File: config.mk
export PLATFORM = sky130hd
export DESIGN_NAME = mem_access_ctrl_flat
export DESIGN_NICKNAME = d
export VERILOG_FILES = /design/src/rtl/mem_access_ctrl_if.sv /design/src/rtl/mem_access_ctrl.sv /design/src/flat_wrapper.sv
export SDC_FILE = /design/constraint.sdc
export NUM_CORES = 1
export LEC_CHECK = 0
export CAP_MARGIN = 10
export CORE_UTILIZATION = 43
export DETAILED_ROUTE_END_ITERATION = 6
export HOLD_SLACK_MARGIN = 0.15
export PLACE_DENSITY_LB_ADDON = 0.05
export SYNTH_ARGS = -nofsm -noshare
export SYNTH_HDL_FRONTEND = slang
export SYNTH_SLANG_ARGS = --single-unit
File: constraint.sdc
create_clock -name clk -period 2.8 [get_ports clk]
set_input_delay 0.7 -clock clk [delete_from_list [all_inputs] [get_ports clk]]
set_output_delay 0.7 -clock clk [all_outputs]
set_load 0.01 [all_outputs]
File: src/rtl/mem_access_ctrl_if.sv
`default_nettype none
// ============================================================================
// Module      : mem_access_ctrl_if
// Description : Bundles the request side (from the effective-address stage
//               and the control FSM) and the memory port of the memory-access
//               stage into one interface.
//               slave  modport : seen by mem_access_ctrl
//               master modport : seen by the driver of the stage (EA stage,
//                                control FSM, memory model)
//   ea_in[15:0], ld_mar, start, rw, data_size, wdata[15:0]  request side
//   mem_rdata[15:0], mem_ready                                memory reply
//   mar_out, mdr_out, busy, done, unaligned, bus_err         status
//   mem_en, mem_we, mem_be[1:0], mem_addr, mem_wdata         memory request
// Revision    : 1.0 - initial release
// ============================================================================
interface mem_access_ctrl_if;
    logic [15:0] ea_in;
    logic        ld_mar;
    logic        start;
    logic        rw;
    logic        data_size;
    logic [15:0] wdata;
    logic [15:0] mem_rdata;
    logic        mem_ready;
    logic [15:0] mar_out;
    logic [15:0] mdr_out;
    logic        busy;
    logic        done;
    logic        unaligned;
    logic        bus_err;
    logic        mem_en;
    logic        mem_we;
    logic [1:0]  mem_be;
    logic [15:0] mem_addr;
    logic [15:0] mem_wdata;

    modport slave (
        input  ea_in, ld_mar, start, rw, data_size, wdata, mem_rdata, mem_ready,
        output mar_out, mdr_out, busy, done, unaligned, bus_err,
               mem_en, mem_we, mem_be, mem_addr, mem_wdata
    );

    modport master (
        output ea_in, ld_mar, start, rw, data_size, wdata, mem_rdata, mem_ready,
        input  mar_out, mdr_out, busy, done, unaligned, bus_err,
               mem_en, mem_we, mem_be, mem_addr, mem_wdata
    );
endinterface
`default_nettype wire

File: src/rtl/mem_access_ctrl.sv
`default_nettype none
// ============================================================================
// Module      : mem_access_ctrl
// Description : Memory-access stage. Latches the effective address into MAR
//               and runs one read or write (word or byte) on the memory port
//               with a ready handshake. Byte loads are sign-extended into
//               MDR. Unaligned word requests and memory time-outs are flagged.
//   clk  : system clock, rising edge
//   rst  : asynchronous active-high reset
//   bus  : mem_access_ctrl_if.slave (request, status and memory port)
//   TIMEOUT : max ACCESS cycles with mem_ready low before abort, 0 = never
//   CNT_W   : wait counter width, must hold TIMEOUT
// Revision    : 1.0 - initial release
// ============================================================================
module mem_access_ctrl #(
    parameter int TIMEOUT = 255,
    parameter int CNT_W   = 8
) (
    input  wire logic          clk,
    input  wire logic          rst,
    mem_access_ctrl_if.slave   bus
);
    typedef enum logic [1:0] {
        S_IDLE   = 2'd0,
        S_ACCESS = 2'd1,
        S_DONE   = 2'd2,
        S_ERR    = 2'd3
    } state_t;

    localparam logic [CNT_W-1:0] TIMEOUT_C = TIMEOUT[CNT_W-1:0];
    localparam bit               TO_EN     = (TIMEOUT != 0);

    state_t           state_q, state_d;
    logic [15:0]      mar_q, mar_d;
    logic [15:0]      mdr_q, mdr_d;
    logic [15:0]      wdata_q, wdata_d;
    logic             rw_q, rw_d;
    logic             size_q, size_d;
    logic             unal_q, unal_d;
    logic [CNT_W-1:0] cnt_q, cnt_d;

    logic [15:0]      addr_sel;
    logic [CNT_W-1:0] cnt_inc;
    logic [7:0]       rbyte;

    // Start uses the address arriving this cycle when ld_mar is also high.
    assign addr_sel = bus.ld_mar ? bus.ea_in : mar_q;
    // Saturating increment: the counter never wraps back below TIMEOUT.
    assign cnt_inc  = (cnt_q == {CNT_W{1'b1}}) ? cnt_q : cnt_q + 1'b1;
    assign rbyte    = mar_q[0] ? bus.mem_rdata[15:8] : bus.mem_rdata[7:0];

    always_ff @(posedge clk or posedge rst) begin
        if (rst) begin
            state_q <= S_IDLE;
            mar_q   <= '0;
            mdr_q   <= '0;
            wdata_q <= '0;
            rw_q    <= 1'b0;
            size_q  <= 1'b0;
            unal_q  <= 1'b0;
            cnt_q   <= '0;
        end else begin
            state_q <= state_d;
            mar_q   <= mar_d;
            mdr_q   <= mdr_d;
            wdata_q <= wdata_d;
            rw_q    <= rw_d;
            size_q  <= size_d;
            unal_q  <= unal_d;
            cnt_q   <= cnt_d;
        end
    end

    always_comb begin
        state_d = state_q;
        mar_d   = mar_q;
        mdr_d   = mdr_q;
        wdata_d = wdata_q;
        rw_d    = rw_q;
        size_d  = size_q;
        unal_d  = 1'b0;
        cnt_d   = cnt_q;
        case (state_q)
            S_IDLE: begin
                if (bus.start) begin
                    mar_d   = addr_sel;
                    rw_d    = bus.rw;
                    size_d  = bus.data_size;
                    wdata_d = bus.wdata;
                    if (bus.data_size && addr_sel[0]) begin
                        unal_d = 1'b1;
                    end else begin
                        state_d = S_ACCESS;
                        cnt_d   = '0;
                    end
                end else if (bus.ld_mar) begin
                    mar_d = bus.ea_in;
                end
            end
            S_ACCESS: begin
                if (bus.mem_ready) begin
                    if (!rw_q) begin
                        mdr_d = size_q ? bus.mem_rdata : {{8{rbyte[7]}}, rbyte};
                    end
                    state_d = S_DONE;
                end else begin
                    cnt_d = cnt_inc;
                    if (TO_EN && (cnt_inc >= TIMEOUT_C)) begin
                        state_d = S_ERR;
                    end
                end
            end
            S_DONE:  state_d = S_IDLE;
            S_ERR:   state_d = S_IDLE;
            default: state_d = S_IDLE;
        endcase
    end

    // Memory-port outputs are forced to zero outside ACCESS so that reset
    // removes the request immediately.
    assign bus.mar_out   = mar_q;
    assign bus.mdr_out   = mdr_q;
    assign bus.busy      = (state_q != S_IDLE);
    assign bus.done      = (state_q == S_DONE);
    assign bus.bus_err   = (state_q == S_ERR);
    assign bus.unaligned = unal_q;
    assign bus.mem_en    = (state_q == S_ACCESS);
    assign bus.mem_we    = (state_q == S_ACCESS) && rw_q;
    assign bus.mem_be    = (state_q != S_ACCESS) ? 2'b00 :
                           size_q                ? 2'b11 :
                           mar_q[0]              ? 2'b10 : 2'b01;
    assign bus.mem_addr  = (state_q == S_ACCESS) ? mar_q : 16'h0000;
    assign bus.mem_wdata = (state_q != S_ACCESS) ? 16'h0000 :
                           size_q ? wdata_q : {wdata_q[7:0], wdata_q[7:0]};
endmodule
`default_nettype wire

File: src/flat_wrapper.sv
// flat-port wrapper written by rule: the top's interface ports become plain ports
module mem_access_ctrl_flat 
#(
    parameter int TIMEOUT = 255,
    parameter int CNT_W   = 8
)
  (clk, rst, bus_ea_in, bus_ld_mar, bus_start, bus_rw, bus_data_size, bus_wdata, bus_mem_rdata, bus_mem_ready, bus_mar_out, bus_mdr_out, bus_busy, bus_done, bus_unaligned, bus_bus_err, bus_mem_en, bus_mem_we, bus_mem_be, bus_mem_addr, bus_mem_wdata);
  mem_access_ctrl_if bus_i ();
  input  wire logic clk;
  input  wire logic rst;
  input wire logic [$bits(bus_i.ea_in)-1:0] bus_ea_in;
  input wire logic [$bits(bus_i.ld_mar)-1:0] bus_ld_mar;
  input wire logic [$bits(bus_i.start)-1:0] bus_start;
  input wire logic [$bits(bus_i.rw)-1:0] bus_rw;
  input wire logic [$bits(bus_i.data_size)-1:0] bus_data_size;
  input wire logic [$bits(bus_i.wdata)-1:0] bus_wdata;
  input wire logic [$bits(bus_i.mem_rdata)-1:0] bus_mem_rdata;
  input wire logic [$bits(bus_i.mem_ready)-1:0] bus_mem_ready;
  output wire logic [$bits(bus_i.mar_out)-1:0] bus_mar_out;
  output wire logic [$bits(bus_i.mdr_out)-1:0] bus_mdr_out;
  output wire logic [$bits(bus_i.busy)-1:0] bus_busy;
  output wire logic [$bits(bus_i.done)-1:0] bus_done;
  output wire logic [$bits(bus_i.unaligned)-1:0] bus_unaligned;
  output wire logic [$bits(bus_i.bus_err)-1:0] bus_bus_err;
  output wire logic [$bits(bus_i.mem_en)-1:0] bus_mem_en;
  output wire logic [$bits(bus_i.mem_we)-1:0] bus_mem_we;
  output wire logic [$bits(bus_i.mem_be)-1:0] bus_mem_be;
  output wire logic [$bits(bus_i.mem_addr)-1:0] bus_mem_addr;
  output wire logic [$bits(bus_i.mem_wdata)-1:0] bus_mem_wdata;
  assign bus_i.ea_in = bus_ea_in;
  assign bus_i.ld_mar = bus_ld_mar;
  assign bus_i.start = bus_start;
  assign bus_i.rw = bus_rw;
  assign bus_i.data_size = bus_data_size;
  assign bus_i.wdata = bus_wdata;
  assign bus_i.mem_rdata = bus_mem_rdata;
  assign bus_i.mem_ready = bus_mem_ready;
  assign bus_mar_out = bus_i.mar_out;
  assign bus_mdr_out = bus_i.mdr_out;
  assign bus_busy = bus_i.busy;
  assign bus_done = bus_i.done;
  assign bus_unaligned = bus_i.unaligned;
  assign bus_bus_err = bus_i.bus_err;
  assign bus_mem_en = bus_i.mem_en;
  assign bus_mem_we = bus_i.mem_we;
  assign bus_mem_be = bus_i.mem_be;
  assign bus_mem_addr = bus_i.mem_addr;
  assign bus_mem_wdata = bus_i.mem_wdata;
  mem_access_ctrl #(.TIMEOUT(TIMEOUT), .CNT_W(CNT_W)) u_core (.clk(clk), .rst(rst), .bus(bus_i));
endmodule
==> flow_summary_export.csv <==
group,metric,value,unit
cts,cts_resized,0,
global_routing,antenna_found_initial,0,
global_routing,use_met3,4.95,%
power,intPower,3.05,mW
setup_path,required,2.10,ns
floorplanning,initial_utilization,44.6,%
cts,cts_sinks,61,
global_routing,grt_max_degree,41,
final_layout,area_growth,52.2,%
min_path,min_delay_worst_endpoint,"u_core.wdata_q[14]",
route,viasPerCell,5.00,
logic_synthesis,yosysWarnings,0,
min_path,hp-start,"u_core.wdata_q[14]",
logic_synthesis,syn-cell-area,3050,um^2
timing,fin_tns_setup,0,ns
global_routing,grt-ovfl-total,0,
setup_path,crit_path_start_kind,"flip-flop",
route,drtPass1Iterations,4,
logic_synthesis,syn_inst,277,
place,place.port_buffers,126,
setup_path,r2r_end,"u_core.cnt_q[0]",
min_path,hold_path_class,"flip-flop to flip-flop",
place,post-dp-hpwl,5.31,mm
power,leakagePower,1.96,nW
route,drtAntennaViolNets,0,
global_routing,track_usage,20.3,%
cts,post-cts-setup-buffers,0,
setup_path,cpMaxStageDelayCell,"clkdlybuf4s50_1",
setup_path,reg2reg_slack,0.90,ns
final_layout,antenna_cells,0,
timing,period_minus_slack,2.68,ns
logic_synthesis,ys_seq_area_share,50.1,%
cts,cts_buffers,9,
logic_synthesis,ys_types,45,
cts,ctsHoldBuffers,0,
floorplanning,core,6830,um^2
setup_path,path_cells,"nand2b_1 -> inv_1 -> buf_12 -> and2_1 -> clkdlybuf4s50_1",
logic_synthesis,synth-edff-count,0,
job,cap_violations,0,
final_layout,drive_above_1_share,17.6,%
route,wirelength,7.38,mm
logic_synthesis,synth-seq-cells,61,
timing,hold_viol,0,
power,clkPwrFrac,18.9,%
place,finalWeightedCongestion,0.811,
cts,cts_root_buffer,"clkbuf_8",
timing,timing.hold.ws,0.510,ns
route,via_count,2528,
route,wl_per_cell,14.6,um
timing,fmax,0.374,GHz
route,drtIter0Drc,65,
global_routing,globalRouteMet2Util,31.2,%
power,seqPwrFrac,33.2,%
setup_path,critPathTopFamily,"buffers and inverters",
setup_path,cpPeakStageDelay,0.53,ns
power,ir_drop,0.610,mV
power,swShare,32.3,%
final_layout,n_fill_cell,575,
global_routing,met1_usage,27.6,%
floorplanning,floorplan.rows,30,
cts,cts_htree_levels,3,
cts,clk_latency,0.33,ns
logic_synthesis,syn_nets,333,
final_layout,nNetsFinal,462,
setup_path,r2r-start,"u_core.cnt_q[0]",
cts,path_clk_slew,0.06,ns
global_routing,grt_pass1_wl,11.6,mm
setup_path,crit_fanout,23,
setup_path,rr_worst_depth,5,
cts,cts_tree,"built",
setup_path,worst-path-buf-inv,3,
final_layout,final-seq-area,1530,um^2
setup_path,arrival,1.98,ns
timing,slew_viol_final,0,
cts,cts_buffer_depth,2,
timing,tightest_slew,0.489,ns
power,p_comb_share,47.9,%
outcome,outcome,"finished clean",
global_routing,top_usage_layer,"met2",
power,switchingPower,1.46,mW
timing,slew_headroom,67.4,%
global_routing,grt_pass1_vias,2363,
setup_path,crit_type,"flip-flop to output port",
route,drc,0,
floorplanning,die_y,86.2,um
final_layout,multi_input_area,1390,um^2
timing,period_share,95.5,%
power,power.density,971,nW/um^2
timing,setup_viol,0,
logic_synthesis,syn_avg_cell_area,11.0,um^2
floorplanning,ios,127,
floorplanning,die_w,86.2,um
setup_path,crit_path_end_kind,"output port",
logic_synthesis,async_flop_share,100,%
timing,rsz0062_at_grt,"false",
floorplanning,die_area,7430,um^2
timing,skew,0.00649,ns
min_path,holdPathStages,1,
logic_synthesis,synth-main-ff-cell,"dfrtp_1",
-- flip-flops by register name, indices dropped and copies added, names as in the netlist --
register / flops
u_core.bus.mar_out: 16
u_core.bus.mdr_out: 16
u_core.bus.unaligned: 1
u_core.cnt_q: 8
u_core.rw_q: 1
u_core.size_q: 1
u_core.state_q: 2
u_core.wdata_q: 16
-- kinds of logic (layout without fill, tap and decap cells) --
logic type                 Yosys count  count (layout)  synth area share (%)
AOI/OAI and AO/OA                   45              45                  8.74
xor gates and xnor gates             1               1                 0.287
adders and majority gates            1               1                 0.410
buffers and inverters               23             156                  4.31
DFF                                 61              61                  50.1
muxes                               54              54                  19.2
and+or+nand+nor                     92              92                  17.0
-- worst max path at each step --
stage                      start                    end  slack, ns  cells after the start
6_report       u_core.state_q[1]       bus_mem_addr[14]       0.12                      5
3_5_place_dp          bus_ld_mar        u_core.cnt_q[0]       0.44                      7
4_1_cts        u_core.state_q[1]       bus_mem_addr[14]       0.10                      5
2_1_floorplan                rst  u_core.bus.mar_out[0]       0.59                      1
3_3_place_gp          bus_ld_mar        u_core.cnt_q[0]       0.47                      7
5_1_grt        u_core.state_q[1]        bus_mem_addr[2]       0.02                      5
-- synth_stat cells (2+ instances only) --
master | instances | share of area (%)
nor2b_1 | 2 | 0.41
buf_2 | 6 | 0.98
mux2_2 | 36 | 13
nor2_1 | 28 | 3.4
and2_1 | 30 | 6.2
nand3_1 | 4 | 0.66
o21ai_0 | 6 | 0.98
nand2_1 | 11 | 1.4
clkbuf_2 | 2 | 0.33
buf_4 | 3 | 0.74
dfrtp_1 | 61 | 50
a31oi_1 | 4 | 0.82
inv_1 | 5 | 0.62
a31o_2 | 3 | 0.86
and3_1 | 2 | 0.41
mux2i_1 | 18 | 5.9
clkbuf_1 | 4 | 0.49
a21oi_1 | 23 | 3.8
nand2b_1 | 3 | 0.62
-- power groups by stage --
stage | Clock (mW) | Combinational [mW] | Sequential [mW]
final | 0.851 | 2.16 | 1.50
after global routing | 0.911 | 2.32 | 1.55
after CTS | 0.868 | 2.18 | 1.50
after detailed placement | 0 | 2.17 | 1.52
after global placement | 0 | 2.15 | 1.51
after floorplan | 0 | 1.00 | 1.56
-- metrics by stage --
| step | std cells | util [%] | total power [mW] | cell area, um^2 | setup WS (ns) |
|---|---|---|---|---|---|
| detailed placement | 491 | 64.8 | 3.69 | 4430 | 0.437 |
| floorplan | 277 | - | 2.56 | 3050 | 0.587 |
| global route | 506 | 67.9 | 4.79 | 4640 | 0.0216 |
| CTS | 506 | 67.9 | 4.55 | 4640 | 0.103 |
| global placement | 491 | 64.8 | 3.66 | 4430 | 0.473 |
| finish | 506 | 67.9 | 4.50 | 4640 | 0.125 |
-- area by class of cell --
| type | count | area share [%] |
|---|---|---|
| tap | 96 | 2.59 |
| timing repair buffer | 135 | 29.4 |
| multi-input combinational | 193 | 30.0 |
| clock inverter | 5 | 1.62 |
| inverter | 6 | 0.485 |
| clock buffer | 10 | 2.97 |
| sequential | 61 | 32.9 |
-- layer usage --
metal,up-vias,routed length (um)
met1,1201,3300
li1,1220,-
met2,96,3440
met3,11,496
met4,0,142
met5,-,0
-- cells in the final DEF, fill, tap and decap left out, types with 2 or more instances in the layout --
master,count
and3_1,2
clkinv_2,3
bufinv_16,2
inv_1,4
mux2i_1,18
dfrtp_1,61
buf_4,6
nand3_1,4
a31o_2,3
nor2_1,28
nor2b_1,2
a31oi_1,4
nand2b_1,3
o21ai_0,6
clkbuf_8,10
inv_2,2
and2_1,30
clkdlybuf4s50_1,126
a21oi_1,23
mux2_2,36
buf_12,3
nand2_1,11
-- worst register-to-register path, cell delays in order, from the launching register on --
cell	delay, ns
dfrtp_1	0.42
ha_1	0.33
and2_1	0.24
nand4_2	0.22
and2_1	0.30
mux2_2	0.27
Power figures use the tool's default switching activity.
